$ cat src/rtl/stream_pkg.sv
// Shared types and sizing helpers for the narrow-to-wide stream packer.
// Width helpers are functions because the sizes depend on instance parameters.
package stream_pkg;

  typedef enum logic [0:0] {
    FILL = 1'b0,
    HOLD = 1'b1
  } state_e;

  function automatic int cnt_width(input int ratio);
    return (ratio < 2) ? 1 : $clog2(ratio);
  endfunction

  // The timer only ever counts to timeout-1 before expiring.
  function automatic int timer_width(input int timeout);
    return (timeout < 2) ? 1 : $clog2(timeout);
  endfunction

endpackage

$ cat src/rtl/stream_idle_timer.sv
// Idle-cycle counter: pulses o_expire in the cycle that completes TIMEOUT enabled cycles.
// Combinational expire, so the owner can act on the same clock edge.
module stream_idle_timer
  import stream_pkg::*;
#(
  parameter int TIMEOUT = 8
) (
  input  logic clk,
  input  logic rst,
  input  logic i_clr,
  input  logic i_en,
  output logic o_expire
);

  localparam int TMR_W = timer_width(TIMEOUT);
  localparam logic [TMR_W-1:0] LAST_CNT = TMR_W'(TIMEOUT - 1);

  logic [TMR_W-1:0] r_cnt;

  assign o_expire = i_en & (r_cnt == LAST_CNT);

  always_ff @(posedge clk) begin
    if (rst || i_clr || o_expire) begin
      r_cnt <= '0;
    end else if (i_en) begin
      r_cnt <= r_cnt + 1'b1;
    end
  end

endmodule

$ cat src/rtl/stream_upsize_pipe.sv
// Packs up to T_DATA_RATIO narrow beats into one wide word (pack register -> output register).
// A closed word skips the pack and lands in the output register when that register is free.
module stream_upsize_pipe
  import stream_pkg::*;
#(
  parameter int T_DATA_WIDTH  = 32,
  parameter int T_DATA_RATIO  = 4,
  parameter int FLUSH_TIMEOUT = 8
) (
  input  logic                                 clk,
  input  logic                                 rst,
  input  logic [T_DATA_WIDTH-1:0]              s_data_i,
  input  logic                                 s_last_i,
  input  logic                                 s_valid_i,
  output logic                                 s_ready_o,
  output logic [T_DATA_RATIO*T_DATA_WIDTH-1:0] m_data_o,
  output logic [T_DATA_RATIO-1:0]              m_keep_o,
  output logic                                 m_last_o,
  output logic                                 m_valid_o,
  input  logic                                 m_ready_i
);

  localparam int CNT_W = cnt_width(T_DATA_RATIO);
  localparam logic [CNT_W-1:0] LAST_LANE = CNT_W'(T_DATA_RATIO - 1);

  state_e r_state;
  state_e w_state_nxt;

  logic [T_DATA_RATIO-1:0][T_DATA_WIDTH-1:0] r_pack_data;
  logic [T_DATA_RATIO-1:0][T_DATA_WIDTH-1:0] r_out_data;
  logic [T_DATA_RATIO-1:0][T_DATA_WIDTH-1:0] w_word_data;
  logic [T_DATA_RATIO-1:0]                   r_pack_keep;
  logic [T_DATA_RATIO-1:0]                   r_out_keep;
  logic [T_DATA_RATIO-1:0]                   w_word_keep;
  logic [CNT_W-1:0]                          r_cnt;
  logic                                      r_pack_last;
  logic                                      r_out_last;
  logic                                      r_out_vld;

  logic w_acc;
  logic w_out_free;
  logic w_close;
  logic w_word_last;
  logic w_expire;
  logic w_tmr_en;
  logic w_direct_out;
  logic w_pack_to_out;

  assign s_ready_o  = (r_state == FILL) & ~rst;
  assign w_acc      = s_valid_i & s_ready_o;
  assign w_out_free = ~r_out_vld | m_ready_i;

  // Timer can only fire on a non-accept cycle, so an accept always wins over a flush.
  assign w_tmr_en    = (r_state == FILL) & (r_cnt != '0) & ~w_acc;
  assign w_word_last = w_acc & s_last_i;
  assign w_close     = (w_acc & ((r_cnt == LAST_LANE) | s_last_i)) | w_expire;

  assign w_direct_out  = (r_state == FILL) & w_close & w_out_free;
  assign w_pack_to_out = (r_state == HOLD) & w_out_free;

  generate
    if (FLUSH_TIMEOUT > 0) begin : g_timer
      stream_idle_timer #(
        .TIMEOUT(FLUSH_TIMEOUT)
      ) u_idle_timer (
        .clk     (clk),
        .rst     (rst),
        .i_clr   (~w_tmr_en),
        .i_en    (w_tmr_en),
        .o_expire(w_expire)
      );
    end else begin : g_no_timer
      assign w_expire = 1'b0;
    end
  endgenerate

  // Current pack merged with the incoming beat; unfilled lanes stay zero because the pack is cleared on close.
  always_comb begin
    w_word_data = r_pack_data;
    w_word_keep = r_pack_keep;
    if (w_acc) begin
      w_word_data[r_cnt] = s_data_i;
      w_word_keep[r_cnt] = 1'b1;
    end
  end

  always_comb begin
    w_state_nxt = r_state;
    case (r_state)
      FILL:    if (w_close && !w_out_free) w_state_nxt = HOLD;
      HOLD:    if (w_out_free) w_state_nxt = FILL;
      default: w_state_nxt = FILL;
    endcase
  end

  always_ff @(posedge clk) begin
    if (rst) begin
      r_state <= FILL;
    end else begin
      r_state <= w_state_nxt;
    end
  end

  always_ff @(posedge clk) begin
    if (rst || w_direct_out || w_pack_to_out) begin
      r_pack_data <= '0;
      r_pack_keep <= '0;
      r_pack_last <= 1'b0;
      r_cnt       <= '0;
    end else if (w_acc || w_close) begin
      r_pack_data <= w_word_data;
      r_pack_keep <= w_word_keep;
      r_pack_last <= w_word_last;
      if (!w_close) begin
        r_cnt <= r_cnt + 1'b1;
      end
    end
  end

  always_ff @(posedge clk) begin
    if (rst) begin
      r_out_data <= '0;
      r_out_keep <= '0;
      r_out_last <= 1'b0;
      r_out_vld  <= 1'b0;
    end else if (w_direct_out) begin
      r_out_data <= w_word_data;
      r_out_keep <= w_word_keep;
      r_out_last <= w_word_last;
      r_out_vld  <= 1'b1;
    end else if (w_pack_to_out) begin
      r_out_data <= r_pack_data;
      r_out_keep <= r_pack_keep;
      r_out_last <= r_pack_last;
      r_out_vld  <= 1'b1;
    end else if (w_out_free) begin
      r_out_vld <= 1'b0;
    end
  end

  assign m_data_o  = r_out_data;
  assign m_keep_o  = r_out_keep;
  assign m_last_o  = r_out_last;
  assign m_valid_o = r_out_vld;

endmodule

$ cat config.mk
export PLATFORM = sky130hd
export DESIGN_NAME = stream_upsize_pipe
export DESIGN_NICKNAME = d
export VERILOG_FILES = /design/src/rtl/stream_pkg.sv /design/src/rtl/stream_idle_timer.sv /design/src/rtl/stream_upsize_pipe.sv
export SDC_FILE = /design/constraint.sdc
export NUM_CORES = 1
export LEC_CHECK = 0
export CAP_MARGIN = 25
export CORE_MARGIN = 5
export CORE_UTILIZATION = 49
export CTS_BUF_LIST = sky130_fd_sc_hd__clkbuf_4 sky130_fd_sc_hd__clkbuf_8
export DETAILED_ROUTE_END_ITERATION = 12
export GPL_ROUTABILITY_DRIVEN = 0
export GPL_TIMING_DRIVEN = 0
export PLACE_DENSITY = 0.87
export SYNTH_ARGS = -nofsm -noshare
export SYNTH_HDL_FRONTEND = slang
export SYNTH_SLANG_ARGS = --single-unit
$ cat constraint.sdc
create_clock -name clk -period 1.8 [get_ports clk]
set_input_delay 0.36 -clock clk [delete_from_list [all_inputs] [get_ports clk]]
set_output_delay 0.36 -clock clk [all_outputs]
set_load 0.02 [all_outputs]
Yosys cells after proc, flatten, opt, wreduce, memory -nomap -nowiden

Cells that the tools add are included.

Add/sub/neg operators: 2
Multiply operators: 0
Div/mod/pow operators: 0
Order comparisons: 2
Eq/ne operators: 2
Shift operators: 0
Muxes and demuxes: 19
Bitwise gates (word level): 20
Reductions and logical operators: 12

Operators by type and width:

| kind                | count |
|---|---|
| $mux 128            | 3 |
| $bwmux 128          | 1 |
| $demux 32 s2        | 1 |
| $mux 32             | 1 |
| $mux 4              | 3 |
| $and 1x1->1         | 10 |
| $mux 1              | 8 |
| $not 1->1           | 6 |
| $logic_or 1x1->1    | 5 |
| $or 4x4->4          | 1 |
| $reduce_bool 2->1   | 2 |
| $add 3x1->3 const B | 1 |
| $eq 3x3->1 const B  | 1 |
| $lt 2x3->1 const B  | 1 |
| $or 1x1->1          | 3 |
| $reduce_bool 3->1   | 1 |
| $add 2x1->2 const B | 1 |
| $demux 1 s2         | 1 |
| $eq 2x2->1 const B  | 1 |
| $ge 2x1->1 const B  | 1 |
| $logic_and 1x1->1   | 2 |
| $pmux 1 s2          | 1 |
| $reduce_and 2->1    | 1 |
| $logic_not 1->1     | 1 |

Bits in registers: 273
Bits in latches: 0
Memory bits (writable): 0
Memory bits (read-only): 0
Input bits: 37
Output and inout bits: 135
Word-level logic and storage cells: 73
Memories: 0

Depth between registers and ports, before layout

Word-level depth: 11
Mapped depth: 9

Hierarchy

From an unflattened synthesis, not the netlist that was laid out.

Cells, all modules: 1005
Area total of the unflattened synthesis: 10232.3 µm²

Modules (own cells, without submodules):

| module             | times used | cells each | area each (µm²) |
|---|---|---|---|
| stream_upsize_pipe | 1          | 989        | 10073.4 |
| stream_idle_timer  | 1          | 16         | 158.9 |

Least setup slack after synthesis

No wires, ideal clock.

Path kind: reg-to-reg
From: reg r_cnt[0]
To: reg r_pack_data[70] in the netlist's numbering
Library setup time: 66 ps
Arrival: 1905 ps
Setup slack: -171 ps
Cell stages (with the launch flop): 9
Buffers on the path: 3
Clock period less this slack: 1971 ps
Cell sequence: dfxtp_1 -> ha_1 -> or4b_1 -> o311a_1 -> or2_1 -> buf_6 -> buf_6 -> buf_6 -> a21oi_2

Cells in the longest elaborated chain, start to end: 9

Ends and longest elaborated chain:

| item                          | RTL line                  | source |
|---|---|---|
| start, declared               | stream_upsize_pipe.sv:35  | `logic [CNT_W-1:0] r_cnt;` |
| start signal, assigned        | stream_upsize_pipe.sv:115 | `r_cnt <= r_cnt + 1'b1;` |
| $reduce_bool 2->1             | stream_upsize_pipe.sv:54  | `assign w_tmr_en = (r_state == FILL) & (r_cnt != '0) & ~w_acc;` |
| $and 1x1->1 (2 in a row)      | stream_upsize_pipe.sv:54  |  |
| $and 1x1->1                   | stream_idle_timer.sv:20   | `assign o_expire = i_en & (r_cnt == LAST_CNT);` |
| $or 1x1->1                    | stream_upsize_pipe.sv:56  | `assign w_close = (w_acc & ((r_cnt == LAST_LANE) \| s_last_i)) \| w_expire;` |
| $and 1x1->1 (2 in a row)      | stream_upsize_pipe.sv:58  | `assign w_direct_out = (r_state == FILL) & w_close & w_out_free;` |
| $logic_or 1x1->1 (2 in a row) | stream_upsize_pipe.sv:105 | `if (rst \|\| w_direct_out \|\| w_pack_to_out) begin` |
| end signal, assigned          | stream_upsize_pipe.sv:111 | `r_pack_data <= w_word_data;` |
| end, declared                 | stream_upsize_pipe.sv:29  | `logic [T_DATA_RATIO-1:0][T_DATA_WIDTH-1:0] r_pack_data;` |

Parallel ways exist; a longest one is shown, timed or not.
A chain may end at the register's enable or synchronous reset.

Worst setup path after layout

From: reg r_cnt[0]
To: reg r_pack_data[82] in the netlist's numbering

The elaborated chain is that of the path after synthesis.

==> out/summary.txt <==
RUN STATUS
----------------------------------------------------------------------------------
Outcome                                                               finished with violations
Violations in the final reports                                       negative setup slack

FINISH
----------------------------------------------------------------------------------
Final standard cell area without fillers                                0.0150 mm2
Layout net count                                                              1303
P&R area growth vs syn                                                       47.0%
Finished Core Util                                                           73.5%
Share of final-layout standard cells stronger than drive strength 1          27.2%

CLOCKING
----------------------------------------------------------------------------------
Number of CTS-inserted buffers                                                  43
Clock Pin Slew Worst Setup and Hold Paths                                  0.06 ns
Number of sinks driven by the clock tree                                       273
Worst-case clock buffer depth                                                    3
Clk Tree Root Cell                                                    sky130_fd_sc_hd__clkbuf_8
Maximum level of the CTS H-tree                                                  2
Worst skew pair latency                                                    0.56 ns
CTS tree                                                                       yes

YOSYS
----------------------------------------------------------------------------------
Count of synthesis-stage warnings from yosys                                     0
Proportion of netlist area held by the largest area contributor              53.7%
Net count after synthesis                                                     1049
Mean area per synthesized cell                                            10.1 um2
Number of distinct library cells after synthesis                                35
Cell type with the highest aggregate area in the netlist              sky130_fd_sc_hd__dfxtp_1
Synthesis-stage register bit count                                             273
Post-synthesis instance area                                            0.0102 mm2
Top area cells in the synthesized netlist                             sky130_fd_sc_hd__dfxtp_1 (54%), sky130_fd_sc_hd__mux2i_1 (13%), sky130_fd_sc_hd__o2bb2ai_1 (11%), sky130_fd_sc_hd__nand2_1 (7.3%), sky130_fd_sc_hd__a21oi_1 (3.9%)
Share of the yosys chip area belonging to registers                          53.7%
Post-synthesis cell count                                                     1006

SETUP PATH
----------------------------------------------------------------------------------
Setup Crit Path Kind                                                       reg2reg
Register-to-register path setup slack                                     -0.34 ns
CP max stage cell                                                     sky130_fd_sc_hd__or4b_4
Logic depth of the worst register-to-register path                               8
Peak per-stage delay on the critical path                                  0.49 ns
CP Data Required Time                                                      2.27 ns
Crit-path most repeated cell                                          sky130_fd_sc_hd__buf_12
Worst R2R Start                                                           r_cnt[0]
Worst endpoint data arrival time                                           2.61 ns
Destination of the worst register-to-register timing path             r_pack_data[82]
Peak fanout along the critical path                                              7
Capturing element type of the critical path                              flip-flop
Ordered list of cells on the worst path                               ha_4, or4b_4, o311a_4, or2_4, buf_12, buf_12, buf_12, a21oi_2
Type of origin of the critical path                                      flip-flop

POWER
----------------------------------------------------------------------------------
Net Sw Power                                                               3.25 mW
P per Cell Area                                                         873 mW/mm2
Reported leakage power                                                     5.55 nW
Worst VDD drop                                                            0.499 mV
Portion of total power attributed to the clock network                       43.3%
Switch share                                                                 24.9%
Share of total power in sequential cells                                     46.9%
Combinational group share of total power                                      9.9%
Internal power                                                             9.82 mW

ROUTING
----------------------------------------------------------------------------------
Avg Vias per Cell                                                             6.15
DRC violation total after the first TritonRoute iteration                     1095
Total vias in the final route                                                 9590
Final routed DRC violation total                                                 0
Final Routed Wirelength                                                    38.4 mm
Number of antenna-violating nets in the routed design                            0
Drt first pass iters                                                             5
Average routed wire per standard cell                                      24.6 um

GLOBAL ROUTING
----------------------------------------------------------------------------------
Vias in the first global route                                                8927
Largest net degree at the start of global routing                               11
Total global routing track utilization                                       25.7%
Leftover overflow at the end of global routing                                   0
Number of antenna violations at the first check in global routing                1
Global-route wire length before repair                                     49.2 mm

PLACE
----------------------------------------------------------------------------------
Number of buffer cells added on primary ports                                  170
Worst slack at placement                                                 -0.966 ns
Dpl hpwl                                                                   20.2 mm
Cell area after placement                                               0.0123 mm2

FLOORPLANNING
----------------------------------------------------------------------------------
Starting density of the core                                                 50.0%
Die H                                                                       154 um
Die Span X                                                                  154 um
Rows                                                                            52
Count of pins on the block boundary                                            172
Core Box Area                                                           0.0204 mm2
Total Die Area                                                          0.0238 mm2

RUN
----------------------------------------------------------------------------------
Number of max-cap violations                                                     0

TIMING
----------------------------------------------------------------------------------
Final number of hold-violating endpoints                                         0
Minimum setup slack in the final design                                  -0.341 ns
Measured slew at the worst slew-check pin                                 0.629 ns
Setup violations, final                                                        267
Max Fclk                                                                 0.467 GHz
Period minus WS final                                                      2.14 ns
Worst Clk Skew                                                           0.0167 ns
Worst relative slew slack                                                    58.1%
Unrepaired setup endpoints after global routing                               true
Number of max-slew violations in the final report                                0
Period utilisation layout                                                     119%

WORST HOLD PATH
----------------------------------------------------------------------------------
Worst hold-check path type                                                  in2reg
Capture endpoint of the worst hold path                                  m_valid_o
Cell depth of the worst min-delay path                                           2
Launch point of the worst hold path                                            rst

-- sequential cells by signal, summed over array words and instances, names as in the netlist --
name / cells
g_timer.u_idle_timer.r_cnt: 3
m_data_o: 128
m_keep_o: 4
m_last_o: 1
m_valid_o: 1
r_cnt: 2
r_pack_data: 128
r_pack_keep: 4
r_pack_last: 1
r_state: 1
-- cell type report --
| class | instances | area [um2] |
|---|---|---|
| well taps | 270 | 338 |
| inverters | 3 | 11.3 |
| fillers | 1200 | 5390 |
| diodes | 1 | 2.50 |
| plain buffers | 80 | 893 |
| flip-flops and latches | 273 | 5470 |
| repair buffers | 213 | 2270 |
| clock buffers | 69 | 862 |
| clock inverters | 5 | 52.6 |
| multi-input cells | 646 | 5070 |
-- cell families (layout without fill, tap and decap cells) --
logic type	count (synthesis)	count (layout)	synth area share (%)
xor gates and xnor gates	1	1	0.0860
AOI/OAI and AO/OA	240	240	17.6
buffers and inverters	87	370	4.52
other	0	1	0
and+or+nand+nor	270	270	10.7
muxes	129	129	12.7
DFF	273	273	53.7
adders and majority gates	6	6	0.737
-- per-layer routing --
metal | up-vias | wire length [um] | track usage, %
met5 | - | 0 | 0
met4 | 0 | 2090 | 12.1
met3 | 191 | 3660 | 5.23
met2 | 664 | 18200 | 42.8
met1 | 4679 | 14500 | 32.1
li1 | 4056 | - | -
-- power groups by stage --
stage	Combinational (mW)	Sequential [mW]	Clock, mW
2_1_floorplan	0.403	6.28	0
3_3_place_gp	0.785	6.26	0
3_5_place_dp	0.799	6.26	0
4_1_cts	1.03	6.12	5.54
5_1_grt	1.32	6.13	5.91
6_report	1.29	6.13	5.66
-- worst max-delay path by stage --
stage                          from              end  slack, ns  depth (start not counted)
after floorplan            r_cnt[1]  r_pack_data[70]      -0.11                          8
after global placement    s_valid_i  r_pack_data[45]      -0.87                          8
after detailed placement  s_valid_i  r_pack_data[49]      -0.97                          8
after CTS                  r_cnt[1]  r_pack_data[28]      -0.25                          8
after global routing       r_cnt[0]  r_pack_data[82]      -0.38                          8
final                      r_cnt[0]  r_pack_data[82]      -0.34                          8
-- through the flow --
| step | TNS (ns) | hold WS, ns | cells | power (mW) |
|---|---|---|---|---|
| floorplan | -6.93 | 0.398 | 1006 | 6.68 |
| global placement | -190.06 | 0.407 | 1446 | 7.04 |
| detailed placement | -206.97 | 0.427 | 1446 | 7.06 |
| CTS | -56.06 | 0.227 | 1542 | 12.7 |
| global route | -71.45 | 0.280 | 1560 | 13.4 |
| finish | -65.08 | 0.254 | 1560 | 13.1 |
-- Yosys cell counts --
library cell                count
sky130_fd_sc_hd__o2bb2ai_1    132
sky130_fd_sc_hd__a21oi_2       20
sky130_fd_sc_hd__nand3_1        1
sky130_fd_sc_hd__clkbuf_1      35
sky130_fd_sc_hd__or2_1          1
sky130_fd_sc_hd__nand2b_1       3
sky130_fd_sc_hd__dfxtp_1      273
sky130_fd_sc_hd__and3_1         3
sky130_fd_sc_hd__nor3_1         2
sky130_fd_sc_hd__a21oi_1       79
sky130_fd_sc_hd__a31oi_1        3
sky130_fd_sc_hd__nor2_2         1
sky130_fd_sc_hd__or4b_1         1
sky130_fd_sc_hd__or3b_2         1
sky130_fd_sc_hd__o311a_1        1
sky130_fd_sc_hd__o21ai_0        1
sky130_fd_sc_hd__buf_4          4
sky130_fd_sc_hd__xnor2_1        1
sky130_fd_sc_hd__nor2_1        45
sky130_fd_sc_hd__a311oi_1       1
sky130_fd_sc_hd__and2_1         6
sky130_fd_sc_hd__nor4b_1        1
sky130_fd_sc_hd__o31ai_1        1
sky130_fd_sc_hd__inv_1          3
sky130_fd_sc_hd__nor3b_1        2
sky130_fd_sc_hd__nand2_1      198
sky130_fd_sc_hd__or3_1          1
sky130_fd_sc_hd__or2_2          1
sky130_fd_sc_hd__buf_6         10
sky130_fd_sc_hd__buf_2         35
sky130_fd_sc_hd__a21o_1         1
sky130_fd_sc_hd__mux2i_1      129
sky130_fd_sc_hd__a21boi_0       1
sky130_fd_sc_hd__ha_1           6
sky130_fd_sc_hd__nor2b_1        3
-- timing repair --
item / in CTS / in global routing
hold endpoints to repair: 0 / 0
setup endpoints to repair: 403 / 269
hold buffers: 0 / 0
cloned: 11 / 11
pin swaps: 7 / 4
gates resized for setup: 265 / 196
buffers inserted: 14 / 8
-- layout by cell type, fill, tap and decap left out, types with 2 or more instances in the layout --
| cell type | netlist | final |
|---|---|---|
| sky130_fd_sc_hd__buf_2 | 35 | 12 |
| sky130_fd_sc_hd__nor2b_1 | 3 | 2 |
| sky130_fd_sc_hd__buf_12 | 0 | 15 |
| sky130_fd_sc_hd__clkbuf_8 | 0 | 57 |
| sky130_fd_sc_hd__buf_8 | 0 | 23 |
| sky130_fd_sc_hd__dfxtp_1 | 273 | 270 |
| sky130_fd_sc_hd__buf_16 | 0 | 8 |
| sky130_fd_sc_hd__nand2_1 | 198 | 198 |
| sky130_fd_sc_hd__buf_4 | 4 | 18 |
| sky130_fd_sc_hd__nor2_4 | 0 | 16 |
| sky130_fd_sc_hd__and2_1 | 6 | 6 |
| sky130_fd_sc_hd__o2bb2ai_2 | 0 | 18 |
| sky130_fd_sc_hd__clkbuf_1 | 35 | 10 |
| sky130_fd_sc_hd__clkbuf_16 | 0 | 11 |
| sky130_fd_sc_hd__inv_1 | 3 | 2 |
| sky130_fd_sc_hd__nor2_2 | 1 | 11 |
| sky130_fd_sc_hd__a21oi_1 | 79 | 26 |
| sky130_fd_sc_hd__mux2i_2 | 0 | 18 |
| sky130_fd_sc_hd__a21oi_4 | 0 | 6 |
| sky130_fd_sc_hd__clkdlybuf4s50_1 | 0 | 34 |
| sky130_fd_sc_hd__and3_1 | 3 | 3 |
| sky130_fd_sc_hd__nor2_1 | 45 | 19 |
| sky130_fd_sc_hd__clkbuf_4 | 0 | 18 |
| sky130_fd_sc_hd__a21oi_2 | 20 | 67 |
| sky130_fd_sc_hd__buf_6 | 10 | 12 |
| sky130_fd_sc_hd__clkinv_2 | 0 | 3 |
| sky130_fd_sc_hd__nand2b_1 | 3 | 3 |
| sky130_fd_sc_hd__a31oi_1 | 3 | 3 |
| sky130_fd_sc_hd__ha_4 | 0 | 4 |
| sky130_fd_sc_hd__clkbuf_2 | 0 | 8 |
| sky130_fd_sc_hd__dlygate4sd2_1 | 0 | 134 |
| sky130_fd_sc_hd__dfxtp_2 | 0 | 2 |
| sky130_fd_sc_hd__nor3_1 | 2 | 2 |
| sky130_fd_sc_hd__ha_1 | 6 | 2 |
| sky130_fd_sc_hd__mux2i_4 | 0 | 11 |
| sky130_fd_sc_hd__o2bb2ai_1 | 132 | 113 |
| sky130_fd_sc_hd__mux2i_1 | 129 | 100 |
-- critical path, delay by kind of cell, from the launching register on --
kind / cells / cell delay (ns)
AND/OR/NAND/NOR: 2 / 0.77
adder cells (fa/ha/maj): 1 / 0.18
buffers and inverters: 3 / 0.44
flip-flops: 1 / 0.36
AO/OA/AOI/OAI: 2 / 0.29
Note: power is estimated with default switching activity, not from simulation.
==> variant (same settings) <==
Reset style: asynchronous (`rst`), changed in 2 clocked blocks.
--- a/src/rtl/stream_upsize_pipe.sv
+++ b/src/rtl/stream_upsize_pipe.sv
@@ -95,3 +95,3 @@
 
-  always_ff @(posedge clk) begin
+  always_ff @(posedge clk or posedge rst) begin
     if (rst) begin
@@ -119,3 +119,3 @@
 
-  always_ff @(posedge clk) begin
+  always_ff @(posedge clk or posedge rst) begin
     if (rst) begin
Check against the original RTL: differs if rst is asserted again (counterexample within 4 cycles, from zero or initial values and one cycle with rst high); with rst held inactive, the same outputs for 4 cycles.
==> variant against the original RTL <==
  * Cell area rose by 20%
  * The run still ends with setup timing left
  * Highest routed layer is now met5
  * Total power increased by 13%
  * Routed wire length is 15% higher
  * Sequential cell count unchanged
  * Setup slack better by 0.0030 ns
  * Area after synthesis increased by 16%
  * Clock power is 15% higher
  * Core utilization up 2.6 points
==> variant: results (changes against the original RTL) <==
Status
  – Status: complete, but fails checks
  – Failing checks: setup timing

CTS
  – Clock Latency Late Sink: 0.58 ns (+0.02 ns)
  – Clock slew at reported path FFs: 0.08 ns (+0.02 ns)
  – Max clock buf depth: 3 (unchanged)
  – Clock root cell: clkbuf_8
  – H-tree depth: 2 (unchanged)
  – CTS buffer count: 46 (+7.0%)

Critical path
  – Worst Setup EP: m_data_o[20]
  – Reg2reg start: r_cnt[0]
  – FF-to-FF path depth: 9 (+1)
  – CP top delay family: buffers and inverters
  – Critical Path Fanout Max: 5 (-2)
  – CP max stage cell: dfxtp_4
  – Largest stage delay, worst path: 0.37 ns (-0.12 ns)
  – Arr. time, crit path: 2.59 ns (-0.02 ns)
  – Setup CP Type: reg2reg

Yosys
  – Async set or reset register ratio after synthesis: 0.4945 (+0.4945)
  – Mean Syn Cell Area: 11.12 µm² (+9.9%)
  – Netlist cell types: 40 (+14%)
  – Post-synth top cells: nand2_1, dfxtp_1, dfrtp_1
  – Register area share after synthesis: 0.5186 (-0.01821)
  – Ys Warns: 0 (unchanged)
  – Syn nets: 1,108 (+5.6%)
  – Top post-synthesis cells by area: dfrtp_1, dfxtp_1, mux2_2
  – Most used DFF post-synth: dfxtp_1

Placed design
  – Placed cells: 1,558 (+7.7%)
  – HPWL Detailed: 23,410 µm (+16%)
  – Port bufs: 171 (+0.59%)
  – Pre-CTS WS: -1.340 ns (-0.3737 ns)
  – Cell area after placement: 14,890 µm² (+21%)

STA
  – Worst Clk Skew: 0.03162 ns (+0.01494 ns)
  – Worst hold margin: 0.3568 ns (+0.1025 ns)
  – TNS Setup: -59.42 ns (+5.656 ns)
  – Final worst setup slack: -0.3382 ns (+0.002978 ns)
  – Slew margin rel.: 0.5811 (about the same)
  – Pins Over Slew Limit: 0 (unchanged)
  – Final setup viols: 269 (+0.75%)

Hold path
  – Min-Delay Path Class: in2async

Layout
  – Final #Nets: 1,402 (+7.6%)
  – Ant. Diodes: 0 (-1)
  – Share of cells above drive strength 1: 0.4631 (+0.1908)

Routing
  – 1st-iter DRT viols: 820 (-25%)
  – Vias per inst: 5.905 (-3.9%)
  – Total wire length: 44,130 µm (+15%)
  – Drt pass-1 iters: 8 (+3)
  – Average wire per standard cell: 25.72 µm (+4.4%)

Power
  – Leak Pwr: 8.004 nW (+44%)
  – Max VDD drop: 0.5942 mV (+19%)
  – P_int: 10.90 mW (+11%)

Global route
  – Global-route wire length before repair: 54,470 µm (+11%)
  – Largest net degree at the start of global routing: 44 (+33)
  – GRT Total Usage: 0.2577 (+0.0004137)
  – Vias in the first global route: 9,735 (+9.1%)
  – Antenna violations before repair: 1 (unchanged)
==> variant: cell count changes in the layout (fill, tap and decap cells not counted), moves of 56 or more <==
cell       unedited run  this run
mux2i_1             100         2
a21oi_2              67       123
dfrtp_1               0       134
o2bb2ai_1           113         0
dfxtp_1             270       135
nand2_1             198       263
mux2_4                0       257
==> variant: worst min-delay path by stage <==
stage	endpoint	cells after the start	slack [ns]	from
after CTS	m_data_o[122]	3	0.35	rst
after detailed placement	g_timer.u_idle_timer.r_cnt[0]	1	0.42	g_timer.u_idle_timer.r_cnt[0]
after floorplan	g_timer.u_idle_timer.r_cnt[0]	1	0.41	g_timer.u_idle_timer.r_cnt[0]
final	m_data_o[126]	3	0.36	rst
after global placement	g_timer.u_idle_timer.r_cnt[0]	1	0.41	g_timer.u_idle_timer.r_cnt[0]
after global routing	m_data_o[126]	3	0.39	rst
==> variant: repair_timing <==
item / in CTS / in global routing
pin swaps: 2 / 9
endpoints found under the setup margin: 403 / 266
setup buffers: 22 / 27
gates resized for setup: 219 / 242
gates cloned: 4 / 26
hold endpoints to repair: 0 / 0
==> variant: logic make-up (layout without fill, tap and decap cells) <==
group	count (synthesis)	after routing	share of synthesized area
XOR/XNOR	1	1	0.0007398
AO/OA/AOI/OAI	138	139	0.06012
adder cells (fa/ha/maj)	6	6	0.006340
multiplexers	261	261	0.2687
buffers and inverters	87	418	0.04153
flip-flops	273	273	0.5186
AND/OR/NAND/NOR	299	299	0.1040
==> variant: power by group through the flow <==
stage	Sequential (mW)	Clock [mW]	Combinational [mW]
after floorplan	6.60	0	0.675
after global placement	6.48	0	1.39
after detailed placement	6.49	0	1.45
after CTS	6.36	6.42	1.45
after global routing	6.38	6.80	1.93
final	6.37	6.53	1.87
==> variant: cell type report <==
cell class,count,area [µm²]
buffer,69,868.3
inverter,12,61.31
fill,1346,5639
timing repair buffer,251,2833
sequential,273,6151
tap,319,399.1
clock buffer,78,992.2
clock inverter,8,97.59
multi-input combinational,706,6571
==> variant: worst reg2reg max path, delay by kind of cell, from the launching register on <==
family        cells  cell delay (ns)
fa+ha+maj         1             0.18
buf+inv           5             0.60
flops             1             0.37
mux               2             0.57
simple gates      1             0.31
==> variant: layer usage <==
layer | vias up | wire [µm] | global-route usage
met5 | - | 13 | 0
met4 | 2 | 2565 | 0.1046
met3 | 197 | 3519 | 0.06552
met2 | 660 | 21460 | 0.4412
met1 | 5061 | 16570 | 0.3108
li1 | 4213 | - | -
